===== src/rtl/hazard_pkg.sv =====
// Shared bypass encodings and controller states for the
// hazard/forwarding unit of the 5-stage pipeline.
package hazard_pkg;

    localparam logic [1:0] FWD_RF = 2'b00;
    localparam logic [1:0] FWD_M  = 2'b01;
    localparam logic [1:0] FWD_E  = 2'b10;
    localparam logic [1:0] FWD_W  = 2'b11;

    typedef enum logic [1:0] {
        RUN,
        LDUSE,
        MEMWAIT
    } state_e;

endpackage


===== src/rtl/fwd_select.sv =====
// Bypass select for one D-stage source operand.
// Youngest matching producer wins: E, then M, then W.
module fwd_select
    import hazard_pkg::*;
#(
    parameter int REG_AW = 5
) (
    input  logic [REG_AW-1:0] iSrc,
    input  logic              iRegWrite_E,
    input  logic [REG_AW-1:0] iWsel_E,
    input  logic              iRegWrite_M,
    input  logic [REG_AW-1:0] iWsel_M,
    input  logic              iRegWrite_W,
    input  logic [REG_AW-1:0] iWsel_W,
    output logic [1:0]        oSel,
    output logic              oMatch_E
);

    logic w_hit_e;
    logic w_hit_m;
    logic w_hit_w;

    // r0 is hard-wired, so a zero destination never matches
    assign w_hit_e = iRegWrite_E && (iWsel_E != '0) && (iWsel_E == iSrc);
    assign w_hit_m = iRegWrite_M && (iWsel_M != '0) && (iWsel_M == iSrc);
    assign w_hit_w = iRegWrite_W && (iWsel_W != '0) && (iWsel_W == iSrc);

    assign oMatch_E = w_hit_e;

    always_comb begin
        oSel = FWD_RF;
        if (w_hit_e) begin
            oSel = FWD_E;
        end else if (w_hit_m) begin
            oSel = FWD_M;
        end else if (w_hit_w) begin
            oSel = FWD_W;
        end
    end

endmodule


===== src/rtl/hazard_forward_ctrl.sv =====
// Forwarding select, load-use bubble insertion and memory-busy
// freeze for the F/D/E/M/W pipeline, with a stall-cycle counter.
module hazard_forward_ctrl
    import hazard_pkg::*;
#(
    parameter int NUM_SRC  = 2,
    parameter int REG_AW   = 5,
    parameter int LOAD_LAT = 1,
    parameter int CNT_W    = 16
) (
    input  logic                      clk,
    input  logic                      rst_n,
    input  logic [NUM_SRC*REG_AW-1:0] iSrc_RegD,
    input  logic [NUM_SRC-1:0]        iSrcUsed_RegD,
    input  logic                      iRegWrite_RegE,
    input  logic                      iMemRead_RegE,
    input  logic [REG_AW-1:0]         iwsel_RegE,
    input  logic                      iRegWrite_RegM,
    input  logic [REG_AW-1:0]         iwsel_RegM,
    input  logic                      iRegWrite_RegW,
    input  logic [REG_AW-1:0]         iwsel_RegW,
    input  logic                      iMemBusy,
    input  logic                      iCntClr,
    output logic [NUM_SRC*2-1:0]      oFU_Sel,
    output logic                      oStall_F,
    output logic                      oStall_D,
    output logic                      oStall_E,
    output logic                      oStall_M,
    output logic                      oFlush_E,
    output logic [CNT_W-1:0]          oStallCnt
);

    localparam int BW = $clog2(LOAD_LAT + 1);

    logic [NUM_SRC-1:0] w_ematch;
    logic               w_ldhaz;
    state_e             r_state;
    state_e             w_state_nxt;
    state_e             w_eff;
    logic [BW-1:0]      r_bcnt;
    logic [BW-1:0]      w_bcnt_nxt;
    logic               w_hold;
    logic               w_bub;
    logic [CNT_W-1:0]   r_cnt;

    for (genvar k = 0; k < NUM_SRC; k++) begin : g_fwd
        fwd_select #(.REG_AW(REG_AW)) u_fwd (
            .iSrc        (iSrc_RegD[k*REG_AW +: REG_AW]),
            .iRegWrite_E (iRegWrite_RegE),
            .iWsel_E     (iwsel_RegE),
            .iRegWrite_M (iRegWrite_RegM),
            .iWsel_M     (iwsel_RegM),
            .iRegWrite_W (iRegWrite_RegW),
            .iWsel_W     (iwsel_RegW),
            .oSel        (oFU_Sel[2*k +: 2]),
            .oMatch_E    (w_ematch[k])
        );
    end

    assign w_ldhaz = iMemRead_RegE && iRegWrite_RegE &&
                     (iwsel_RegE != '0) &&
                     (|(iSrcUsed_RegD & w_ematch));

    // The cycle busy drops behaves exactly like the state being resumed
    always_comb begin
        w_eff = r_state;
        if (r_state == MEMWAIT && !iMemBusy) begin
            w_eff = (r_bcnt != '0) ? LDUSE : RUN;
        end
        w_state_nxt = w_eff;
        w_bcnt_nxt  = r_bcnt;
        w_hold      = 1'b0;
        w_bub       = 1'b0;
        if (iMemBusy) begin
            w_state_nxt = MEMWAIT;
            w_hold      = 1'b1;
        end else begin
            case (w_eff)
                RUN: begin
                    if (w_ldhaz) begin
                        w_bub       = 1'b1;
                        w_bcnt_nxt  = BW'(LOAD_LAT - 1);
                        w_state_nxt = (LOAD_LAT > 1) ? LDUSE : RUN;
                    end
                end
                LDUSE: begin
                    w_bub      = 1'b1;
                    w_bcnt_nxt = r_bcnt - BW'(1);
                    if (r_bcnt == BW'(1)) begin
                        w_state_nxt = RUN;
                    end
                end
                default: begin
                    w_state_nxt = RUN;
                end
            endcase
        end
    end

    always_ff @(posedge clk or negedge rst_n) begin
        if (!rst_n) begin
            r_state <= RUN;
            r_bcnt  <= '0;
        end else begin
            r_state <= w_state_nxt;
            r_bcnt  <= w_bcnt_nxt;
        end
    end

    always_ff @(posedge clk or negedge rst_n) begin
        if (!rst_n) begin
            r_cnt <= '0;
        end else if (iCntClr) begin
            r_cnt <= '0;
        end else if ((w_hold || w_bub) && (r_cnt != '1)) begin
            r_cnt <= r_cnt + CNT_W'(1);
        end
    end

    // Gate with reset so an abort mid-bubble or mid-freeze is immediate
    assign oStall_F  = rst_n && (w_hold || w_bub);
    assign oStall_D  = rst_n && (w_hold || w_bub);
    assign oStall_E  = rst_n && w_hold;
    assign oStall_M  = rst_n && w_hold;
    assign oFlush_E  = rst_n && w_bub;
    assign oStallCnt = r_cnt;

endmodule


===== config.mk =====
export PLATFORM = sky130hd
export DESIGN_NAME = hazard_forward_ctrl
export DESIGN_NICKNAME = d
export VERILOG_FILES = /design/src/rtl/hazard_pkg.sv /design/src/rtl/fwd_select.sv /design/src/rtl/hazard_forward_ctrl.sv
export SDC_FILE = /design/constraint.sdc
export NUM_CORES = 1
export LEC_CHECK = 0
export CAP_MARGIN = 20
export CELL_PAD_IN_SITES_DETAIL_PLACEMENT = 1
export CELL_PAD_IN_SITES_GLOBAL_PLACEMENT = 1
export CORE_MARGIN = 5
export CORE_UTILIZATION = 33
export DETAILED_ROUTE_END_ITERATION = 10
export GPL_ROUTABILITY_DRIVEN = 0
export PLACE_DENSITY = 0.87
export SLEW_MARGIN = 10
export SYNTH_ARGS = -nofsm -noshare
export SYNTH_HDL_FRONTEND = slang
export SYNTH_HIERARCHICAL = 1
export SYNTH_SLANG_ARGS = --single-unit
export TNS_END_PERCENT = 50

===== constraint.sdc =====
create_clock -name clk -period 2.6 [get_ports clk]
set_clock_uncertainty 0.2 [all_clocks]
set_input_delay 0.26 -clock clk [delete_from_list [all_inputs] [get_ports clk]]
set_output_delay 0.26 -clock clk [all_outputs]
set_load 0.03 [all_outputs]

==> results.toml <==
[power_and_ir_drop]
vdd_drop_max_mv = 0.216
power_density_nw_per_um2 = 289
power.leakage_nw = 1.07
p_total_uw = 733

[logic_synthesis]
yosysWarnings = 6
yosysUniqueCellTypes = 46
seq_area_frac_synth = 0.280
synthFlopType = "dfrtp_1"
synth.net_count = 225
yosysTopAreaCell = "dfrtp_1"
synth_top_cells_by_area = "dfrtp_1 28%, xor2_1 9.3%, a21oi_1 3.2%"
synth_top_area_share = 0.280
async_flop_share = 1.00
synth_edf_count = 0
synth-seq-cells = 19
syn_area_um2 = 1700
syn-mean-instance-area_um2 = 8.97
synth_cells = 189

[clocking]
path_clk_slew_ns = 0.07
ctsHoldBuffers = 0
clkLatencyLatePin_ns = 0.25
htree_num_levels = 1
numCtsBuffers = 3
cts_tree = "yes"
clock_tree.buffer_depth = 2
cts_sinks = 19
cts_root_buffer = "clkbuf_8"

[route]
wl_per_cell_um = 18.6
drt_pre_antenna_iters = 4
drt_iter0_markers = 38
drtAntennaViolNets = 0
drt_wl_total_mm = 6.27
drc_errors = 0
vias = 1833
vias_per_cell = 5.44

[worst_hold_path]
hp-start = "r_bcnt$_DFFE_PN0P_"
hold_path_class = "reg2reg"

[global_routing]
overflow = 0
grt_max_degree = 20
antenna_found_initial = 0
track_usage = 0.193
grt_pass1_wl_mm = 10.1
grt_pass1_vias = 2051

[finish]
final_area_um2 = 2540
drive_gt1_frac = 0.273
ff_latch_area_um2 = 475
diodes = 0
fillCellCount = 608
fin_nets = 304
area_growth_pct = 49.7
multi_input_area_um2 = 1170

[floorplan]
start_util = 0.336
core_um2 = 5040
die_x_um = 81.7
core.rowCount = 26
io_pins = 60
dieArea_um2 = 6670
die_h_um = 81.7

[sta]
max_freq_mhz = 398
period_needed_ns = 2.51
tightest_slew_ns = 0.664
fin_tns_setup_ns = 0
finalSetupViolCount = 0
slew_headroom = 0.556
rsz0062_at_grt = "no"
hold_viol = 0
fin_crit_sh = 0.967
hold_ws_ns = 0.263
maxSlewViolCount = 0

[critical_path]
crit_arrival_ns = 2.46
path_max_fanout = 5
start_kind = "primary input"
cp-end-kind = "flip-flop"
cp.required_ns = 2.54
r2r_start = "oStallCnt[7]$_DFFE_PN0P_"
cp-startpoint = "iSrc_RegD[0]"
critPathKind = "in2reg"

[placed_design]
post_dp_cell_area_um2 = 2440
port_buffers = 59
dp_hpwl_mm = 4.84

[status]
status = "completed"

[run]
maxCapViolCount = 0
## report_power, final
group | internal [mW] | total [mW] | switching, mW
logic | 0.110 | 0.223 | 0.113
registers | 0.298 | 0.304 | 0.00543
clock network | 0.109 | 0.207 | 0.0977
total | 0.517 | 0.733 | 0.217
## per-layer routing
metal | GRT usage | share of wire | vias to the layer above
li1 | - | - | 862
met1 | 0.233 | 0.42 | 913
met2 | 0.361 | 0.52 | 45
met3 | 0.0197 | 0.033 | 13
met4 | 0.0565 | 0.025 | 0
met5 | 0 | 0 | -
## state kept, by name, indices dropped and copies added (netlist names)
name,count
oStallCnt,16
r_state,2
r_bcnt,1
## worst max-delay path, stage by stage
cell and delay [ns]:
clkdlybuf4s50_1 0.52, xnor2_1 0.14, and4_4 0.25, a22o_1 0.18, o211ai_2 0.13, and2_4 0.18
buf_4 0.15, nor4_2 0.31, mux2_4 0.33
## per-stage QoR
| step | utilization | setup WS [ns] | cells |
|---|---|---|---|
| 6_report | 0.503 | 0.0853 | 337 |
| 3_3_place_gp | 0.484 | -0.285 | 330 |
| 4_1_cts | 0.501 | 0.0164 | 337 |
| 2_1_floorplan | - | 0.168 | 189 |
| 5_1_grt | 0.503 | 0.0222 | 337 |
| 3_5_place_dp | 0.484 | -0.456 | 330 |
## synth_stat cells, drive strengths merged (6+ instances only)
cell type and n:
mux2 6, nor3 9, dfrtp 19, nor2b 7, nand4 8, xnor2 6, nor4 8, or4 8
o21ai 9, nand2 10, a21oi 11, o31ai 7, xor2 18, nand3 11, or2 7, and4 7
buf 7, nor2 8
## logic make-up after synthesis
group / count (synthesis) / share of synthesized area
xor+xnor: 24 / 0.124
simple gates: 96 / 0.363
buf+inv: 10 / 0.0531
fa+ha+maj: 1 / 0.00738
flops: 19 / 0.280
mux: 6 / 0.0465
compound gates: 33 / 0.125
## cells in the final DEF, fill, tap and decap left out, drive strengths merged, types with 2 or more instances in the layout
master / netlist / routed
xnor2: 6 / 6
nor3: 9 / 9
o21ai: 9 / 9
and2: 4 / 4
dfrtp: 19 / 19
nor2b: 7 / 7
clkdlybuf4s50: 0 / 37
nor2: 8 / 8
dlygate4sd2: 0 / 7
nor3b: 2 / 2
buf: 7 / 34
nand3: 11 / 11
and3: 3 / 3
o21bai: 2 / 2
nand2: 10 / 10
o31ai: 7 / 7
nand4: 8 / 8
and3b: 2 / 2
and4: 7 / 7
dlymetal6s2s: 0 / 3
mux2: 6 / 6
a21oi: 11 / 11
or4: 8 / 8
nor4: 8 / 8
clkbuf: 3 / 7
or2: 7 / 7
xor2: 18 / 18
## path summary, 6_finish.rpt
kind	end	slack (ns)	cells after the start
worst max-delay path	oStallCnt[5]$_DFFE_PN0P_	0.09	9
worst min-delay path	r_state[0]$_DFF_PN0_	0.26	1
worst max register to register	oStallCnt[14]$_DFFE_PN0P_	0.32	6
worst min register to register	r_state[0]$_DFF_PN0_	0.26	1
max in group asynchronous	oStallCnt[11]$_DFFE_PN0P_	1.67	2
min in group asynchronous	oStallCnt[2]$_DFFE_PN0P_	0.31	2
## area by class of cell
class	count	share of cell area
flip-flops and latches	19	0.187
clock buffers	4	0.0178
multi-input cells	160	0.463
repair buffers	84	0.298
well taps	70	0.0345
## what timing repair did
| item | in CTS | in global routing |
|---|---|---|
| setup buffers | 3 | 0 |
| setup endpoints to repair | 14 | 11 |
| pin swaps | 6 | 5 |
| gates resized for setup | 19 | 13 |
Power figures use the tool's default switching activity.
